<file path="config.mk">
export PLATFORM = sky130hd
export DESIGN_NAME = off_chip_rx
export DESIGN_NICKNAME = d
export VERILOG_FILES = /design/src/rtl/off_chip_pkg.sv /design/src/rtl/off_chip_rx_fifo.sv /design/src/rtl/off_chip_rx.sv
export SDC_FILE = /design/constraint.sdc
export NUM_CORES = 1
export LEC_CHECK = 0
export ABC_CLOCK_PERIOD_IN_PS = 6000
export CORE_UTILIZATION = 45
export CTS_CLUSTER_SIZE = 20
export DETAILED_ROUTE_END_ITERATION = 12
export PLACE_DENSITY = 0.66
export SLEW_MARGIN = 5
export SYNTH_ARGS = -nofsm -noshare
export SYNTH_HDL_FRONTEND = slang
export SYNTH_SLANG_ARGS = --single-unit
</file>
<file path="constraint.sdc">
create_clock -name clk -period 6 [get_ports clk]
set_input_delay 0.6 -clock clk [delete_from_list [all_inputs] [get_ports clk]]
set_output_delay 0.6 -clock clk [all_outputs]
set_load 0.005 [all_outputs]
</file>
<file path="src/rtl/off_chip_pkg.sv">
`default_nettype none
// ============================================================================
// Module   : off_chip_pkg
// Purpose  : Definitions shared by both ends of the off-chip valid/ready link
//            (transmitter, receiver, equivalence wrapper).
// Contents : OFF_CHIP_DATA_W - link word width
//            link_beat_t     - one link beat {valid, data}
// Revision : 1.0 - initial release
// ============================================================================
package off_chip_pkg;

  localparam int OFF_CHIP_DATA_W = 64;

  typedef struct packed {
    logic                       valid;
    logic [OFF_CHIP_DATA_W-1:0] data;
  } link_beat_t;

endpackage
`default_nettype wire

</file>
<file path="src/rtl/off_chip_rx_fifo.sv">
`default_nettype none
// ============================================================================
// Module   : off_chip_rx_fifo
// Purpose  : Synchronous elastic FIFO for the link receiver. A word written
//            in one cycle is readable the next; no write-to-read bypass.
// Ports    : clk, rst (async, active low)
//            push/wr_data - write request and word (ignored when full)
//            pop          - read request (ignored when empty)
//            rd_data      - head word, forced to 0 when empty
//            full, empty  - occupancy flags
// Revision : 1.0 - initial release
// ============================================================================
module off_chip_rx_fifo #(
  parameter int DATA_W = 64,
  parameter int DEPTH  = 4
) (
  input  logic              clk,
  input  logic              rst,
  input  logic              push,
  input  logic [DATA_W-1:0] wr_data,
  input  logic              pop,
  output logic [DATA_W-1:0] rd_data,
  output logic              full,
  output logic              empty
);

  localparam int PTR_W = $clog2(DEPTH);
  localparam logic [PTR_W-1:0] C_PTR_ONE  = 1;
  localparam logic [PTR_W:0]   C_OCC_ONE  = 1;
  localparam logic [PTR_W:0]   C_OCC_FULL = (PTR_W+1)'(DEPTH);

  logic [PTR_W-1:0]  wr_ptr_q, wr_ptr_d;
  logic [PTR_W-1:0]  rd_ptr_q, rd_ptr_d;
  logic [PTR_W:0]    occ_q, occ_d;
  logic [DATA_W-1:0] mem_q [DEPTH];
  logic              push_ok, pop_ok;

  assign full    = (occ_q == C_OCC_FULL);
  assign empty   = (occ_q == '0);
  assign push_ok = push && !full;
  assign pop_ok  = pop && !empty;
  assign rd_data = empty ? '0 : mem_q[rd_ptr_q];

  // DEPTH is a power of two, so pointer wrap is the natural overflow.
  always_comb begin
    wr_ptr_d = wr_ptr_q;
    rd_ptr_d = rd_ptr_q;
    occ_d    = occ_q;
    if (push_ok) wr_ptr_d = wr_ptr_q + C_PTR_ONE;
    if (pop_ok)  rd_ptr_d = rd_ptr_q + C_PTR_ONE;
    case ({push_ok, pop_ok})
      2'b10:   occ_d = occ_q + C_OCC_ONE;
      2'b01:   occ_d = occ_q - C_OCC_ONE;
      default: occ_d = occ_q;
    endcase
  end

  always_ff @(posedge clk or negedge rst) begin
    if (!rst) begin
      wr_ptr_q <= '0;
      rd_ptr_q <= '0;
      occ_q    <= '0;
    end else begin
      wr_ptr_q <= wr_ptr_d;
      rd_ptr_q <= rd_ptr_d;
      occ_q    <= occ_d;
    end
  end

  // Storage is not reset; empty forces rd_data to 0 instead.
  always_ff @(posedge clk) begin
    if (push_ok) mem_q[wr_ptr_q] <= wr_data;
  end

endmodule
`default_nettype wire

</file>
<file path="src/rtl/off_chip_rx.sv">
`default_nettype none
// ============================================================================
// Module   : off_chip_rx
// Purpose  : Receiving end of the off-chip valid/ready link. Buffers link
//            words in an elastic FIFO, counts accepted words and flags
//            sender protocol violations while stalled.
// Ports    : clk, rst (async, active low)
//            valid_in/data_in/ready - link side (from/to transmitter)
//            valid_out/data_out/ready_in - consumer side
//            word_cnt  - saturating count of accepted link words
//            proto_err - sticky protocol-violation flag
// Revision : 1.0 - initial release
// ============================================================================
module off_chip_rx
  import off_chip_pkg::*;
#(
  parameter int DATA_W = OFF_CHIP_DATA_W,
  parameter int DEPTH  = 4,
  parameter int CNT_W  = 16
) (
  input  logic              clk,
  input  logic              rst,
  input  logic              valid_in,
  input  logic [DATA_W-1:0] data_in,
  output logic              ready,
  output logic [DATA_W-1:0] data_out,
  output logic              valid_out,
  input  logic              ready_in,
  output logic [CNT_W-1:0]  word_cnt,
  output logic              proto_err
);

  localparam logic [CNT_W-1:0] C_CNT_MAX = '1;
  localparam logic [CNT_W-1:0] C_CNT_ONE = 1;

  logic              push, pop, full, empty;
  logic [CNT_W-1:0]  word_cnt_q, word_cnt_d;
  logic              stall_q, stall_d;
  logic [DATA_W-1:0] hold_q, hold_d;
  logic              proto_err_q, proto_err_d;

  // ready depends only on occupancy: a pop while full frees the slot for
  // the next cycle, never the current one.
  assign ready     = !full;
  assign valid_out = !empty;
  assign push      = valid_in && ready;
  assign pop       = valid_out && ready_in;

  off_chip_rx_fifo #(
    .DATA_W (DATA_W),
    .DEPTH  (DEPTH)
  ) u_fifo (
    .clk     (clk),
    .rst     (rst),
    .push    (push),
    .wr_data (data_in),
    .pop     (pop),
    .rd_data (data_out),
    .full    (full),
    .empty   (empty)
  );

  always_comb begin
    word_cnt_d = word_cnt_q;
    if (push && (word_cnt_q != C_CNT_MAX)) word_cnt_d = word_cnt_q + C_CNT_ONE;
  end

  // A beat offered but not accepted must be re-offered unchanged.
  always_comb begin
    stall_d     = valid_in && !ready;
    hold_d      = data_in;
    proto_err_d = proto_err_q;
    if (stall_q && (!valid_in || (data_in != hold_q))) proto_err_d = 1'b1;
  end

  always_ff @(posedge clk or negedge rst) begin
    if (!rst) begin
      word_cnt_q  <= '0;
      stall_q     <= 1'b0;
      hold_q      <= '0;
      proto_err_q <= 1'b0;
    end else begin
      word_cnt_q  <= word_cnt_d;
      stall_q     <= stall_d;
      hold_q      <= hold_d;
      proto_err_q <= proto_err_d;
    end
  end

  assign word_cnt  = word_cnt_q;
  assign proto_err = proto_err_q;

endmodule
`default_nettype wire

</file>
Yosys cells after proc, flatten, opt, wreduce, memory -nomap -nowiden
Memory sizes are Yosys's and may differ from the RTL's.
Index checks and enable logic that the tools add are counted.
- register bits after elaboration: 89
- bits in writable memories: 256
- bits of input ports: 68
- output and inout bits: 83
- word-level logic and storage cells: 35
- memories kept: 1
- add/sub/neg operators: 5
- equality and inequality tests: 5
- mux-type cells: 4
- reduce and logical (&&, ||, !) cells: 13
- memory list (name ; depth ; bits a word ; read ports ; clocked after Yosys merged registers in ; wr ports ; RTL line ; RTL):
    u_fifo.mem_q ; 4 ; 64 ; 1 ; 0 ; 1 ; off_chip_rx_fifo.sv:35 ; logic [DATA_W-1:0] mem_q [DEPTH];
- operators by type and width (operator ; number):
    $mux 64 ; 1
    $ne 64x64->1 ; 1
    $add 16x1->16 const B ; 1
    $ne 16x16->1 const B ; 1
    $logic_and 1x1->1 ; 7
    $pmux 3 s2 ; 1
    $add 2x1->2 const B ; 2
    $add 3x1->3 const B ; 1
    $eq 3x3->1 const B ; 1
    $logic_not 1->1 ; 3
    $logic_not 3->1 ; 1
    $sub 3x1->3 const B ; 1
    $eq 2x1->1 const B ; 1
    $eq 2x2->1 const B ; 1
    $mux 1 ; 2
    $reduce_bool 2->1 ; 1
    $logic_or 1x1->1 ; 1

Logic depth before layout (Yosys ltp)
Gate-level depths: netlist of the first run.
- depth in word-level cells: 6
- mapped depth: 10
- mapped depth without buffers: 9

Hierarchy
A second synthesis of the first run with hierarchy kept.
- cell total of the unflattened synthesis: 695
- area total of the unflattened synthesis: 13336.5 µm²
- by module, submodules not included (module ; times used ; cells each ; area each (µm²) ; sequential area each (µm²)):
    off_chip_rx_fifo ; 1 ; 443 ; 10073.4 ; 7862.5
    off_chip_rx ; 1 ; 252 ; 3263.1 ; 2052.0

Worst setup path after synthesis of the first run
Ideal clock, no wire load.
- kind: flip-flop to flip-flop
- start: register u_fifo.occ_q[2]
- end: memory u_fifo.mem_q[0][0], enable pin
- setup time: 0.429 ns
- arrival time: 2.208 ns
- required time: 5.571 ns
- setup slack: 3.363 ns
- stages on the path, launching flop included: 4
- buffers on the path: 1
- period minus slack after synthesis: 2.637 ns
- cells stage by stage: dfrtp_1 or3b_1 buf_6 and3_1
- word-level cells in the longest chain between the ends: 6
- ends and longest elaborated chain (element ; RTL line ; RTL):
    from (decl) ; off_chip_rx_fifo.sv:34 ; logic [PTR_W:0] occ_q, occ_d;
    from (signal assigned) ; off_chip_rx_fifo.sv:62 ; occ_q <= '0;
    from (signal assigned) ; off_chip_rx_fifo.sv:66 ; occ_q <= occ_d;
    $eq 3x3->1 (*) ; off_chip_rx_fifo.sv:38 ; assign full = (occ_q == C_OCC_FULL);
    $logic_not 1->1 (*) ; off_chip_rx.sv:44 ; assign ready = !full;
    named net ready ; off_chip_rx.sv:25 ; output logic ready,
    $logic_and 1x1->1 ; off_chip_rx.sv:46 ; assign push = valid_in && ready;
    $logic_and 1x1->1 (*) ; off_chip_rx_fifo.sv:40 ; assign push_ok = push && !full;
    $mux 1 (*) ; off_chip_rx_fifo.sv:72 ; if (push_ok) mem_q[wr_ptr_q] <= wr_data;
    $mux 1 (not written as such) (*) ; off_chip_rx_fifo.sv:72 ;
    to (decl) ; off_chip_rx_fifo.sv:35 ;
The timed path passes the listed nets; every way through them passes the cells marked *.

Worst setup path in the final report of the first run
- start: register u_fifo.rd_ptr_q[0]
- end: output port data_out[38]
- word-level cells in the longest chain between the ends: 2
- ends and longest elaborated chain (element ; RTL line ; RTL):
    from (decl) ; off_chip_rx_fifo.sv:33 ; logic [PTR_W-1:0] rd_ptr_q, rd_ptr_d;
    from (signal assigned) ; off_chip_rx_fifo.sv:65 ; rd_ptr_q <= rd_ptr_d;
    $mem_v2 4x64 ; - ;
    $mux 64 ; off_chip_rx_fifo.sv:42 ; assign rd_data = empty ? '0 : mem_q[rd_ptr_q];
    to (decl) ; off_chip_rx.sv:26 ; output logic [DATA_W-1:0] data_out,
Every way passes these cells.

==> summary.txt, run 1 <==
Outcome
  • Status: finished clean

Pwr
  • Internal power: 5.788 mW
  • Tot Pwr: around 8 mW
  • Leakage power: about 5.7 nW
  • Max rail drop VDD: 0.0002626 V
  • Switch Pwr: 1.989 mW
  • Clk network pwr share: 0.292
  • Seq pwr share: 0.429
  • Comb power frac: 0.280
  • Sw Share: 0.2558
  • P per Cell Area: 474.5 nW/µm²

STA
  • Slew headroom: 0.2838
  • Final period util: 0.6481
  • Worst setup margin: 2.111 ns
  • Pins over their slew limit: 0
  • Least-Margin Pin Slew: 1.074 ns
  • FMAX: about 260 MHz
  • TNS Setup: 0 ns
  • Endpoints failing setup: 0
  • Clock Skew: 0.01341 ns
  • Final Hold Viols: 0
  • RSZ-0062 raised after global routing: false
  • Tmin final: approximately 4 ns

Worst hold path
  • Min-delay worst type: in -> async

Clock network
  • CTS tree: done
  • Root buffer cell: clkbuf_16
  • Clk Latency, worst-skew pair: 0.50 ns
  • Postcts setup bufs: 0
  • # clock sinks: 345
  • Post-cts resize count: 0
  • Deepest level of the CTS H-tree: 2
  • Cts bufs inserted: 36
  • Maximum clock path buffer count: 3
  • Post-CTS Hold Buffers: 0
  • Worst-path clk slew: 0.06 ns

Worst setup path
  • Crit start category: register
  • Crit Path Max Fanout: 43
  • CP required: around 5.4 ns
  • Worst reg-to-reg setup slack: 3.64 ns
  • Crit path DAT: 3.29 ns
  • Critical path class: reg -> out
  • Setup crit end kind: primary output

Synth
  • Area share of and/or/nand/nor cells after synthesis: 0.06326
  • Post-synth ARST share: 0.2580
  • Register bit count reported by yosys: around 350
  • Synth area leaders: edfxtp_1 58%, dfrtp_1 17%, mux4_2 11%, and2_1 3.1%, xnor2_1 2.2%
  • Mux share of post-synthesis cell area: 0.1105
  • Complex-gate fraction of the synthesized area: 0.01229
  • Area leader, netlist: edfxtp_1
  • Number of synthesized flops with an enable pin: between 200 and 300
  • Xor and xnor area share after synthesis: 0.04170
  • Sequential area share after synthesis: 0.7493
  • Synth unique cells: 42
  • Adder-cell area share of the yosys netlist: 0.007187
  • Mapped cell area: 13230 µm²
  • Synthesis Warnings: 0
  • Post-Syn Nets: 763
  • Post-Syn Instances: slightly below 700
  • Synth top area share: 0.5810
  • Main combinational cell family by area after synthesis: multiplexers
  • Post-synth top cells: 256 x edfxtp_1, 89 x dfrtp_1, 65 x and2_1, 64 x mux4_2, 33 x xnor2_1
  • Top_reg_cell synth: edfxtp_1
  • Syn_area_per_cell: between 15 and 20 µm²
  • Count leader, synth: edfxtp_1

Final layout
  • Nets: 932
  • Layout Utilization: 0.5695
  • Area growth syn-to-layout: 23.88%
  • Fillers: between 2000 and 2500
  • Area of the multi-input gates: around 3100 µm²
  • Layout cells sized above 1: 0.1518
  • Final Cell Area: 16390 µm²
  • Seq. cell area: 9922 µm²

Floorplan
  • Die W: roughly 170 µm
  • Core area: 28780 µm²
  • Die area: approximately 30000 µm²
  • Chip height: 173.5 µm
  • Cell row count: between 60 and 70
  • Num ports: between 150 and 200
  • Initial Util: 0.4597

Routing
  • WL/cell: between 20 and 25 µm
  • Drt first pass iters: 5
  • 1st-iter DRT viols: 430
  • Vias per inst: 5.203
  • DRT antenna net count: 0
  • DRC: 0
  • Final wirelength: 26.65 mm
  • Vias: about 6600

Placed design
  • GPL Wtd Cong: approximately 0.75
  • Post-place setup slack: 2.549 ns
  • Placed instance area: about 15000 µm²
  • PortBufs: 150
  • Final HPWL DP: 15.87 mm

Global route
  • GR Util All Layers: 0.1821
  • Number of global-route vias before repair: roughly 7000
  • GRT overflow: 0
  • Global-route wire length before repair: 41.19 mm
  • Initial antenna violation count: 2
  • Largest net degree at the start of global routing: 66

Run
  • Max_cap viols: 0
routing by layer:
layer | part of all wire | vias up | global-route usage | routed length (µm)
met2 | 0.47 | 175 | 0.2868 | 12560
met5 | 0 | - | 0 | 0
met1 | 0.45 | 3407 | 0.2568 | 11960
li1 | - | 2977 | - | -
met4 | 0.017 | 0 | 0.04499 | 465
met3 | 0.062 | 38 | 0.04408 | 1660
cell families (layout without fill, tap and decap cells):
logic type,count (synthesis),after routing
DFF,345,345
adders and majority gates,7,7
xor gates and xnor gates,63,63
AOI/OAI and AO/OA,21,21
muxes,66,66
other,0,1
buffers and inverters,51,246
and+or+nand+nor,135,135
worst max-delay path: stages (launching register included):
cell	delay, ns
dfrtp_4	1.01
buf_4	0.55
mux4_2	0.58
and2_1	0.19
clkdlybuf4s50_1	0.45
flip-flops by register name, summed over array words and instances, names as in the netlist:
name / count
u_fifo.wr_ptr_q: 2
hold_q: 64
word_cnt: 16
u_fifo.mem_q: 256
stall_q: 1
u_fifo.occ_q: 3
u_fifo.rd_ptr_q: 2
proto_err: 1
layout make-up:
cell class | instances | share of cell area
sequential | 345 | 0.6053
multi-input combinational | 292 | 0.1910
timing repair buffer | 153 | 0.09282
clock buffer | 55 | 0.06366
tap | 384 | 0.02931
clock inverter | 9 | 0.01092
inverter | 29 | 0.006794
antenna | 1 | 0.0001527
cell usage in the layout, fill, tap and decap left out, drive strengths merged, types with 2 or more instances in the layout:
cell and n:
clkdlybuf4s50 149, ha 6, a2111oi 5, dfrtp 89, edfxtp 256, bufinv 5
nor2b 12, nand4 15, nor4 8, nand3 5, a221oi 3, nand2 6
or4 3, inv 29, clkinv 2, clkbuf 55, xor2 30, xnor2 33
mux4 64, and3 8, o22ai 6, buf 4, nor2 7, and2 66
clkinvlp 2, nand2b 2
worst paths after layout:
path / depth (start not counted) / to / startpoint
hold / removal: 1 / word_cnt[11] / rst
setup reg to reg: 9 / u_fifo.occ_q[2] / u_fifo.occ_q[0]
setup / recovery: 4 / data_out[38] / u_fifo.rd_ptr_q[0]
hold reg to reg: 1 / u_fifo.occ_q[2] / u_fifo.occ_q[2]
min in group clk: 1 / u_fifo.occ_q[2] / u_fifo.occ_q[2]
max in group asynchronous: 2 / hold_q[30] / rst
stage by stage:
stage	instances	hold slack, ns
floorplan	688	0.3044
finish	1268	0.1095
CTS	1267	0.1245
global route	1267	0.1398
detailed placement	1203	0.4644
global placement	1203	0.4682
power groups by stage:
stage               Sequential [mW]  Combinational [mW]  Clock [mW]
finish                         3.33                2.18        2.27
global route                   3.40                2.36        2.41
CTS                            3.35                2.23        2.31
detailed placement             3.39                2.22           0
global placement               3.39                2.21           0
floorplan                      3.17                1.28           0
(Power assumes the default switching activity.)
==> inputs of run 2 (changes only) <==
- ABC_CLOCK_PERIOD_IN_PS: 6000 -> 3600
- clock period: 6 -> 3.6 ns (I/O delays scaled with it)
==> run 2 against run 1 <==
Final cell count increased by 0.87%. Register-to-register slack worse by 2.5 ns. Cell area rose by 0.82%. Power rose by 68%. Wire length is 0.77% higher. Setup slack worse by 1.6 ns. First-iteration DRC count is 13% higher. Sequential share of layout area decreased by 0.49 points. Combinational power is 81% higher. Non-clock buffer count rose by 12. Utilization grew 0.47 points. Sequential power rose by 62%. Highest routed layer is now met5.
==> summary.txt, run 2 (same netlist as run 1, synthesis figures left out) <==
Worst setup path
  • CP required: 3.24 ns (was 5.40 ns)
  • CP startpoint: u_fifo.rd_ptr_q[0] (unchanged)
  • Setup crit end kind: primary output (unchanged)
  • Crit path DAT: 2.71 ns (was 3.29 ns)
  • Max stage delay on crit path: 0.69 ns (was 1.01 ns)
  • CP cell instances: buf_4, mux4_2, and2_1, clkdlybuf4s50_1 (unchanged)
  • CP delay by family, top: buffers and inverters (was flip-flops)
  • Crit Path Max Fanout: 20 (was 43)
  • Crit start category: register (unchanged)
  • Critical path class: reg -> out (unchanged)
  • Buf+Inv Stages, Crit Path: 2 (unchanged)
  • Slowest stage cell, crit path: dfrtp_4 (unchanged)
  • Reg2reg start: u_fifo.occ_q[0] (unchanged)

Routing
  • Vias: 6616 (was 6597)
  • 1st-iter DRT viols: 487 (was 430)
  • WL/cell: 21.00 µm (was 21.02 µm)
  • DRC: 0 (unchanged)
  • DRT antenna net count: 0 (unchanged)
  • Drt first pass iters: 4 (was 5)
  • Vias per inst: 5.173 (was 5.203)
  • Final wirelength: 26.86 mm (was 26.65 mm)

STA
  • Least-Margin Pin Slew: 1.092 ns (was 1.074 ns)
  • FMAX: 325.3 MHz
  • Tmin final: 3.074 ns
  • Pins over their slew limit: 0 (unchanged)
  • Endpoints failing setup: 0 (unchanged)
  • Worst hold margin: 0.03868 ns (was 0.1095 ns)
  • Slew headroom: 0.2723 (was 0.2838)
  • Final period util: 0.8540
  • RSZ-0062 raised after global routing: false (unchanged)
  • Final Hold Viols: 0 (unchanged)
  • Clock Skew: 0.009146 ns (was 0.01341 ns)
  • TNS Setup: 0 ns (unchanged)

Clock network
  • Clk Latency, worst-skew pair: 0.50 ns (about the same)
  • Deepest level of the CTS H-tree: 2 (unchanged)
  • Root buffer cell: clkbuf_16 (unchanged)
  • Post-cts resize count: 0 (unchanged)
  • Maximum clock path buffer count: 3 (unchanged)
  • Worst-path clk slew: 0.06 ns (about the same)
  • # clock sinks: 345 (unchanged)
  • CTS tree: done (unchanged)
  • Postcts setup bufs: 0 (unchanged)
  • Cts bufs inserted: 36 (unchanged)
  • Post-CTS Hold Buffers: 0 (unchanged)

Final layout
  • Final Cell Area: 16530 µm² (was 16390 µm²)
  • Area growth syn-to-layout: 24.90% (was 23.88%)
  • Max reg flops: 256 (unchanged)
  • Layout Utilization: 0.5742 (was 0.5695)
  • Reg with most FFs: u_fifo.mem_q (unchanged)
  • Layout cells sized above 1: 0.1665 (was 0.1518)
  • Most frequent cells in the layout: 256 x edfxtp_1, 149 x clkdlybuf4s50_1, 87 x dfrtp_1, 65 x and2_1, 64 x mux4_2 (unchanged)
  • Most common cell after layout, fill and taps aside: edfxtp_1 (unchanged)
  • Number of diodes: 0 (was 1)
  • Nets: 944 (was 932)

Global route
  • GRT overflow: 0 (unchanged)
  • Global-route wire length before repair: 41.64 mm (was 41.19 mm)
  • Number of global-route vias before repair: 6892 (was 6981)
  • Initial antenna violation count: 2 (unchanged)
  • Largest net degree at the start of global routing: 77 (was 66)
  • GR Util All Layers: 0.1842 (was 0.1821)

Floorplan
  • Chip height: 173.5 µm (unchanged)
  • Initial Util: 0.4597 (unchanged)
  • Die W: 173.5 µm (unchanged)
  • Die area: 30090 µm² (unchanged)
  • Core area: 28780 µm² (unchanged)
  • Num ports: 151 (unchanged)
  • Cell row count: 62 (unchanged)

Placed design
  • Final HPWL DP: 16.76 mm (was 15.87 mm)
  • PortBufs: 150 (unchanged)
  • Placed instance area: 15320 µm² (was 15170 µm²)
  • GPL Wtd Cong: 0.7461 (was 0.7536)

Pwr
  • Leakage power: 5.809 nW (was 5.724 nW)
  • Max rail drop VDD: 0.0003933 V (was 0.0002626 V)
  • P per Cell Area: 790.3 nW/µm² (was 474.5 nW/µm²)

Worst hold path
  • Min-delay worst type: in -> async (unchanged)

Outcome
  • Status: finished clean (unchanged)

Run
  • Max_cap viols: 0 (unchanged)
## run 2: per-layer routing
metal | up-vias | GRT usage | wire length [µm]
met2 | 176 | 0.2888 | 12630
met4 | 2 | 0.04462 | 447
met5 | - | 0 | 13
met1 | 3404 | 0.2609 | 12130
met3 | 38 | 0.04561 | 1635
li1 | 2996 | - | -
## run 2: area by class of cell
cell class / count / area (µm²)
Clock buffer: 50 / 1035
Sequential cell: 345 / 9922
Clock inverter: 14 / 172.7
Multi-Input combinational cell: 292 / 3131
Timing Repair Buffer: 165 / 1674
Tap cell: 384 / 480.5
Fill cell: 2168 / 12250
Inverter: 29 / 111.4
## run 2: through the flow
step	power [mW]	instances	worst slack [ns]
after CTS	13.26	1279	0.4216
after global placement	9.475	1215	0.9806
after global routing	13.69	1279	0.3549
after detailed placement	9.507	1215	0.9729
final	13.06	1279	0.5257
after floorplan	7.423	688	0.9632
## run 2: worst paths after layout
check	endpoint	slack, ns	cells after the start
worst min-delay path	word_cnt[12]	0.04	1
worst max-delay path	data_out[36]	0.53	4
max in group asynchronous	u_fifo.rd_ptr_q[1]	2.71	1
worst min register to register	u_fifo.occ_q[2]	0.50	1
min in group clk	hold_q[53]	0.45	1
worst max register to register	u_fifo.occ_q[1]	1.10	6
## run 2: where the power goes
group | switching (mW) | total, mW | leakage [nW] | internal (mW)
registers | 0.338 | 5.38 | 3.41 | 5.04
clock network | 1.43 | 3.73 | 0.593 | 2.29
logic | 1.62 | 3.95 | 1.81 | 2.33
total | 3.40 | 13.1 | 5.81 | 9.66
==> inputs of run 3 (changes only) <==
- HOLD_SLACK_MARGIN: unset -> 0.12
==> run 3 against run 2 <==
Register-to-register slack barely moved. Sequential cell count stayed put. Utilization is essentially flat. Die area did not move. Wire length down 0.35%. Via count shrank 0.21%. Power barely moved. Critical path type unchanged. Largest power group unchanged.
==> summary.txt, run 3 (same netlist as run 1, synthesis figures left out) <==
Worst setup path
  • Critical path class: reg -> out (unchanged)
  • Setup crit end kind: primary output (unchanged)
  • Crit path DAT: 2.72 ns (was 2.71 ns)
  • Max stage delay on crit path: 0.70 ns (was 0.69 ns)
  • End of the worst register-to-register path: u_fifo.occ_q[1] (unchanged)
  • Crit start category: register (unchanged)
  • Slowest stage cell, crit path: dfrtp_4 (unchanged)
  • CP cell instances: buf_4, mux4_2, and2_1, clkdlybuf4s50_1 (unchanged)
  • Worst R2R Path Depth: 6 (unchanged)
  • Worst reg-to-reg setup slack: 1.09 ns (was 1.10 ns)
  • CP required: 3.24 ns (about the same)
  • Crit Path Max Fanout: 20 (unchanged)
  • Reg2reg start: u_fifo.occ_q[0] (unchanged)

Clock network
  • Post-cts resize count: 0 (unchanged)
  • # clock sinks: 345 (unchanged)
  • Clk Latency, worst-skew pair: 0.50 ns (about the same)
  • Deepest level of the CTS H-tree: 2 (unchanged)
  • Postcts setup bufs: 0 (unchanged)
  • Maximum clock path buffer count: 3 (unchanged)
  • CTS tree: done (unchanged)
  • Worst-path clk slew: 0.06 ns (about the same)
  • Cts bufs inserted: 36 (unchanged)
  • Root buffer cell: clkbuf_16 (unchanged)

Pwr
  • Leakage power: 5.813 nW (was 5.809 nW)
  • Max rail drop VDD: 0.0003935 V (was 0.0003933 V)
  • Internal power: 9.665 mW (about the same)
  • Switch Pwr: 3.389 mW (was 3.395 mW)
  • Clk network pwr share: 0.285 (was 0.286)
  • Sw Share: 0.2596 (was 0.2600)
  • P per Cell Area: 789.4 nW/µm² (was 790.3 nW/µm²)
  • Comb power frac: 0.303 (about the same)
  • Seq pwr share: 0.412 (about the same)
  • Tot Pwr: 13.05 mW (was 13.06 mW)

Final layout
  • Finished Layout Cells: 1280 (was 1279)
  • Layout Utilization: 0.5746 (was 0.5742)
  • Most common cell after layout, fill and taps aside: edfxtp_1 (unchanged)
  • Reg with most FFs: u_fifo.mem_q (unchanged)
  • Area growth syn-to-layout: 24.97% (was 24.90%)
  • Most frequent cells in the layout: 256 x edfxtp_1, 149 x clkdlybuf4s50_1, 87 x dfrtp_1, 65 x and2_1, 64 x mux4_2 (unchanged)
  • Layout cells sized above 1: 0.1663 (was 0.1665)
  • Nets: 945 (was 944)
  • Max reg flops: 256 (unchanged)
  • Number of diodes: 0 (unchanged)

Global route
  • Number of global-route vias before repair: 6897 (was 6892)
  • GR Util All Layers: 0.1843 (was 0.1842)
  • Global-route wire length before repair: 41.67 mm (was 41.64 mm)
  • GRT overflow: 0 (unchanged)
  • Largest net degree at the start of global routing: 77 (unchanged)
  • Initial antenna violation count: 2 (unchanged)

STA
  • Slew headroom: 0.2708 (was 0.2723)
  • Least-Margin Pin Slew: 1.094 ns (was 1.092 ns)
  • Final Hold Viols: 0 (unchanged)
  • FMAX: 325.0 MHz (was 325.3 MHz)
  • Clock Skew: 0.009244 ns (was 0.009146 ns)
  • Worst setup margin: 0.5234 ns (was 0.5257 ns)
  • TNS Setup: 0 ns (unchanged)
  • Final period util: 0.8546 (was 0.8540)
  • RSZ-0062 raised after global routing: false (unchanged)
  • Tmin final: 3.077 ns (was 3.074 ns)
  • Pins over their slew limit: 0 (unchanged)
  • Endpoints failing setup: 0 (unchanged)

Worst hold path
  • Endpoint of the worst hold path: hold_q[42]
  • Hold Path Origin: data_in[42]
  • Hold Path Cell Cnt: 1
  • Min-delay worst type: in -> reg (was in -> async)

Routing
  • Drt first pass iters: 4 (unchanged)
  • Final wirelength: 26.76 mm (was 26.86 mm)
  • Vias per inst: 5.158 (was 5.173)
  • WL/cell: 20.91 µm (was 21.00 µm)
  • 1st-iter DRT viols: 524 (was 487)
  • DRT antenna net count: 0 (unchanged)
  • DRC: 0 (unchanged)
  • Vias: 6602 (was 6616)

Floorplan
  • Cell row count: 62 (unchanged)
  • Num ports: 151 (unchanged)
  • Die W: 173.5 µm (unchanged)
  • Chip height: 173.5 µm (unchanged)
  • Core area: 28780 µm² (unchanged)
  • Initial Util: 0.4597 (unchanged)
  • Die area: 30090 µm² (unchanged)

Placed design
  • PortBufs: 150 (unchanged)
  • Post-place setup slack: 0.9729 ns (unchanged)
  • Placed Cells incl. Taps: 1215 (unchanged)
  • GPL Wtd Cong: 0.7461 (unchanged)
  • Final HPWL DP: 16.76 mm (unchanged)

Run
  • Max_cap viols: 0 (unchanged)

Outcome
  • Status: finished clean (unchanged)
## run 3: cell count changes in the layout (fill, tap and decap cells not counted)
cell           change
dlygate4sd3_1      +1
## run 3: how the worst max path moves through the flow
stage	endpoint	startpoint	depth (start not counted)
floorplan	u_fifo.mem_q[0][0]	u_fifo.occ_q[2]	3
global placement	data_out[25]	u_fifo.rd_ptr_q[0]	4
detailed placement	data_out[36]	u_fifo.rd_ptr_q[0]	4
CTS	data_out[25]	u_fifo.rd_ptr_q[0]	4
global route	data_out[25]	u_fifo.rd_ptr_q[0]	4
finish	data_out[62]	u_fifo.rd_ptr_q[0]	4
## run 3: critical path: cells and delay by family, from the launching register on
family,cells,cell delay (ns)
buffers and inverters,2,0.83
flip-flops,1,0.70
multiplexers,1,0.52
AND/OR/NAND/NOR,1,0.16
## run 3: power by group through the flow
stage | registers [mW] | logic [mW] | clock network (mW)
floorplan | 5.29 | 2.13 | 0
global placement | 5.44 | 4.03 | 0
detailed placement | 5.46 | 4.04 | 0
CTS | 5.39 | 4.06 | 3.81
global route | 5.45 | 4.29 | 3.95
finish | 5.38 | 3.95 | 3.73
## run 3: stage by stage
stage,hold WS [ns],cell area [µm²]
finish,0.4498,16540
global route,0.4467,16540
CTS,0.4330,16540
detailed placement,0.4859,15320
global placement,0.4763,15320
floorplan,0.06441,13230
## run 3: final cells by class
| type | instances | area [µm²] |
|---|---|---|
| Fill cell | 2165 | 12240 |
| Sequential cell | 345 | 9922 |
| Multi-Input combinational cell | 292 | 3131 |
| Timing Repair Buffer | 166 | 1684 |
| Clock buffer | 50 | 1035 |
| Tap cell | 384 | 480.5 |
| Clock inverter | 14 | 172.7 |
| Inverter | 29 | 111.4 |
## run 3: repair_timing
item | CTS | global route
hold buffers | 1 | 0
endpoints found under the setup margin | 0 | 0
endpoints found under the hold margin | 39 | 0
## run 3: per-layer routing
metal	wire length (µm)	global-route usage	vias to the layer above
li1	-	-	2995
met1	11970	0.2611	3390
met2	12550	0.2890	174
met3	1756	0.04561	41
met4	469	0.04462	2
met5	13	0	-
==> edit 1, RTL diff (flow settings as in run 3) <==
`CNT_W`: 16 -> 24.
--- a/src/rtl/off_chip_rx.sv
+++ b/src/rtl/off_chip_rx.sv
@@ -16,7 +16,7 @@
 #(
   parameter int DATA_W = OFF_CHIP_DATA_W,
   parameter int DEPTH  = 4,
-  parameter int CNT_W  = 16
+  parameter int CNT_W  = 24
 ) (
   input  logic              clk,
   input  logic              rst,
Interface: changed (resized word_cnt); port bits go from 151 to 159. The function was not compared with the original's and may differ.
==> edit 1 against run 3 <==
- non-clock buffer count up 6
- clock skew rose by 0.81 ps
- synthesized area rose by 2.8%
- routed wire length rose by 1.3%
- setup slack worse by 11 ps
- largest cell class unchanged
- design area increased by 2.8%
- power is 1.2% higher
- sequential share of layout area is 0.44 points lower
- sequential cell count up 8
==> edit 1: results (changes against run 3) <==
internal power=9.80 mW (+1.4%); initial antenna violation count=3 (+1); Data arrival, critical path=2730 ps (about the same); largest vdd supply drop=415 uV (+5.4%); xor/xnor cell area share of the yosys netlist=5.34% (+1.2 points); portion of netlist area occupied by mux cells=10.8% (-0.30 points); Worst slew margin=32.9% (+5.8 points); Power Sequential=5.55 mW (+3%); detailed placement HPWL=17.1 mm (+2.0%); global-route wire length before repair=41.8 mm (+0.21%); Final Instance Count excl. Fillers=1,318 (+3.0%); result of the run=complete, no violations; number of DRC markers in iteration 0=427 (-19%); share of power burned in combinational logic=29.5% (-0.8 points); vias per cell=5.06 (-1.9%); proportion of register bits with asynchronous set or reset after synthesis=27.5% (+1.7 points); placed standard-cell area=15,800 um^2 (+2.8%); maximum number of pins on one net before global-route repair=74 (-3.9%); post-synthesis compound-gate area fraction=1.22% (-0.0058 points); Final Net Count=971 (+2.8%); placement-stage worst setup slack=900 ps (-73.3 ps); number of buffer cells added on primary ports=158 (+5.3%); Synth cell types=47 (+12%); average wire per standard cell=20.6 um (-1.6%); most used standard cells in the synthesized netlist=sky130_fd_sc_hd__edfxtp_1, sky130_fd_sc_hd__dfrtp_1, sky130_fd_sc_hd__and2_1; Top delay family on crit path=flip-flops
-- edit 1: cell count changes after synthesis, moves of 6 or more --
| cell | before | now |
|---|---|---|
| sky130_fd_sc_hd__xor2_1 | 30 | 47 |
| sky130_fd_sc_hd__nor2b_1 | 12 | 0 |
| sky130_fd_sc_hd__inv_1 | 28 | 18 |
| sky130_fd_sc_hd__dfrtp_1 | 89 | 97 |
| sky130_fd_sc_hd__nand2_1 | 6 | 13 |
| sky130_fd_sc_hd__nor2_1 | 5 | 11 |
-- edit 1: per-layer routing --
metal  share of wire (%)  track usage [%]  vias up
li1                    -                -     3084
met4                 1.3             4.09        0
met3                 6.5             4.35       34
met1                  45             26.1     3365
met5                   0                0        -
met2                  47             28.3      187
-- edit 1: cell type report --
type / count / area [um^2]
sequential: 353 / 10100
multi-input combinational: 313 / 3310
inverter: 19 / 76.3
tap: 390 / 488
antenna: 3 / 7.51
clock buffer: 51 / 1040
clock inverter: 17 / 184
fill: 2248 / 12700
timing repair buffer: 172 / 1760
-- edit 1: final timing paths --
| kind | slack (ps) | cells after the start | from | end |
|---|---|---|---|---|
| hold reg to reg | 490 | 1 | word_cnt[15]$_DFFE_PN0P_ | word_cnt[15]$_DFFE_PN0P_ |
| setup / recovery | 510 | 4 | u_fifo.rd_ptr_q[1]$_DFFE_PN0N_ | data_out[34] |
| hold / removal | 430 | 1 | data_in[62] | hold_q[62]$_DFF_PN0_ |
| min in group asynchronous | 570 | 2 | rst | hold_q[56]$_DFF_PN0_ |
| max in group asynchronous | 2080 | 3 | rst | hold_q[12]$_DFF_PN0_ |
| setup reg to reg | 910 | 8 | u_fifo.occ_q[0]$_DFFE_PN0P_ | u_fifo.occ_q[2]$_DFFE_PN0P_ |
==> edit 2, RTL diff (settings of run 3) <==
Made on the original files. `hold_q` no longer has a reset.
--- a/src/rtl/off_chip_rx.sv
+++ b/src/rtl/off_chip_rx.sv
@@ -77,14 +77,16 @@
     if (!rst) begin
       word_cnt_q  <= '0;
       stall_q     <= 1'b0;
-      hold_q      <= '0;
       proto_err_q <= 1'b0;
     end else begin
       word_cnt_q  <= word_cnt_d;
       stall_q     <= stall_d;
-      hold_q      <= hold_d;
       proto_err_q <= proto_err_d;
     end
+  end
+
+  always_ff @(posedge clk) begin
+    hold_q <= hold_d;
   end
 
   assign word_cnt  = word_cnt_q;
Formal check against the unedited RTL: no difference found for any inputs over 4 cycles, from zero or initial values and one cycle with rst low; that may be too few to reach the edited logic, so the function may still have changed.
==> edit 2 against run 3 <==
- hold slack got worse by 92 ps
- design area fell by 3.4%
- critical path depth did not move
- clock power fell by 6.2%
- sequential cell count did not move
- synthesized cell count fell by 1.7%
- setup slack got worse by 150 ps
- power fell by 2.4%
- routed wire length fell by 6.1%
- synthesized area fell by 2.8%
- via count fell by 3.0%
- die area fell by 2.7%
- register-to-register slack got worse by 100 ps
- critical endpoint is now data_out[53]
==> edit 2: results (changes against run 3) <==
startpoint of the lowest-slack register-to-register path=u_fifo.occ_q[0]$_DFFE_PN0P_; maximum number of pins on one net before global-route repair=66 (-14%); most used standard cells in the synthesized netlist=sky130_fd_sc_hd__edfxtp_1, sky130_fd_sc_hd__and2_1, sky130_fd_sc_hd__dfxtp_1, sky130_fd_sc_hd__mux4_2, sky130_fd_sc_hd__xnor2_1; switching power summed over all nets=3.32 mW (-2.1%); xor/xnor cell area share of the yosys netlist=4.90% (+0.73 points); largest vdd supply drop=437 uV (+11%); average wire per standard cell=20.1 um (-4.0%); Hold Path Class=in -> async; FF-to-FF setup slack=990 ps (-100 ps); global-route wire length before repair=39.5 mm (-5.2%); Data arrival, critical path=2860 ps (+140 ps); count of cells along the worst register-to-register path=8 (+2); via count of the first global-routing pass=7,046 (+2.2%); largest incremental delay on the critical path=900 ps (+200 ps); syn_nets=751 (-1.6%); Synth cell types=41 (-2.4%); proportion of register bits with asynchronous set or reset after synthesis=7.25% (-19 points); initial antenna violation count=3 (+1); hold buffer count at cts=0 (-1); vias per cell=5.12 (-0.80%); synth top area cells=sky130_fd_sc_hd__edfxtp_1, sky130_fd_sc_hd__mux4_2, sky130_fd_sc_hd__dfxtp_1; Final Net Count=922 (-2.4%); synthesized instance count=676 (-1.7%); GRT Total Usage=18.1% (-0.35 points); routability congestion estimate from global placement=0.753 (+0.86%); drt drc=0 (unchanged); Top delay family on crit path=flip-flops; worst clock skew=14.2 ps (+4.96 ps); number of flops mapped to enable cells by yosys=256 (unchanged); TritonCTS buffer count=36 (unchanged); number of DRC markers in iteration 0=413 (-21%); synthesis warning total=0 (unchanged); count of placed standard cells including taps=1,187 (-2.3%); number of buffer cells added on primary ports=150 (unchanged); fill cell instance count of the final layout=2,156 (-0.42%); detailed placement HPWL=15.0 mm (-10%); portion of netlist area occupied by mux cells=11.4% (+0.31 points); Post-Route WL=25.1 mm (-6.1%); result of the run=complete, no violations; placement-stage worst setup slack=841 ps (-132 ps); pin slew with the least headroom to its limit=1080 ps (-18.2 ps); clock root buffer=sky130_fd_sc_hd__clkbuf_16; ratio of cells with drive above 1 in the final layout=15.4% (-1.3 points); endpoint of the worst-slack reg-to-reg timing path=u_fifo.occ_q[2]$_DFFE_PN0P_; LEAKAGE=5.46 nW (-6.1%); post-synthesis compound-gate area fraction=0.836% (-0.39 points); Seq/Total Area, Yosys=74.6% (-0.36 points); critical path peak fanout=34 (+70%); critical path's slowest cell=sky130_fd_sc_hd__dfrtp_4; Synth Area in Adders=0.739% (+0.020 points)
[edit 2: power by group through the flow]
stage / clock network (mW) / logic [mW] / registers [mW]
after floorplan: 0 / 2.14 / 5.28
after detailed placement: 0 / 3.80 / 5.63
final: 3.50 / 3.72 / 5.52
after CTS: 3.59 / 3.82 / 5.55
after global routing: 3.74 / 4.06 / 5.62
after global placement: 0 / 3.78 / 5.58
[edit 2: kinds of logic (layout without fill, tap and decap cells)]
| kind of cell | count (synthesis) | in the layout |
|---|---|---|
| buffers and inverters | 42 | 238 |
| adders and majority gates | 7 | 7 |
| xor gates and xnor gates | 72 | 72 |
| DFF | 345 | 345 |
| other | 0 | 2 |
| and+or+nand+nor | 130 | 130 |
| muxes | 66 | 66 |
| AOI/OAI and AO/OA | 14 | 14 |
[edit 2: metrics by stage]
step | power [mW] | hold slack, ps | utilization (%) | area, um^2
after floorplan | 7.42 | 64.4 | - | 12900
after global placement | 9.36 | 462 | 53.1 | 14800
after detailed placement | 9.43 | 478 | 53.1 | 14800
after CTS | 13.0 | 386 | 57.2 | 16000
after global routing | 13.4 | 404 | 57.2 | 16000
final | 12.7 | 358 | 57.2 | 16000
[edit 2: final cells by class]
cell class                      instances  area share [%]
Clock buffer                           54            6.64
Clock inverter                          9           0.447
Sequential cell                       345            60.1
Inverter                               20           0.486
Timing Repair Buffer                  155            9.79
Tap cell                              378            2.96
Antenna cell                            2          0.0313
Multi-Input combinational cell        289            19.5
[edit 2: how the worst max path moves through the flow]
stage                                               from                           end  slack (ps)  cells past startpoint
final                     u_fifo.rd_ptr_q[0]$_DFFE_PN0N_                  data_out[53]         380                      4
after global placement    u_fifo.rd_ptr_q[0]$_DFFE_PN0N_                  data_out[53]         850                      4
after floorplan              u_fifo.occ_q[2]$_DFFE_PN0P_  u_fifo.mem_q[0][0]$_DFFE_PP_         960                      3
after detailed placement  u_fifo.rd_ptr_q[0]$_DFFE_PN0N_                  data_out[53]         840                      4
after global routing      u_fifo.rd_ptr_q[0]$_DFFE_PN0N_                  data_out[27]         210                      4
after CTS                 u_fifo.rd_ptr_q[0]$_DFFE_PN0N_                  data_out[53]         300                      4
[edit 2: metal layers]
metal	global-route usage [%]	share of wire, %	vias to the layer above	wire (um)
li1	-	-	2940	-
met1	24.4	44	3273	11100
met2	29.6	48	163	12100
met3	4.49	6.1	28	1540
met4	4.23	1.4	2	351
met5	0	0.052	-	13
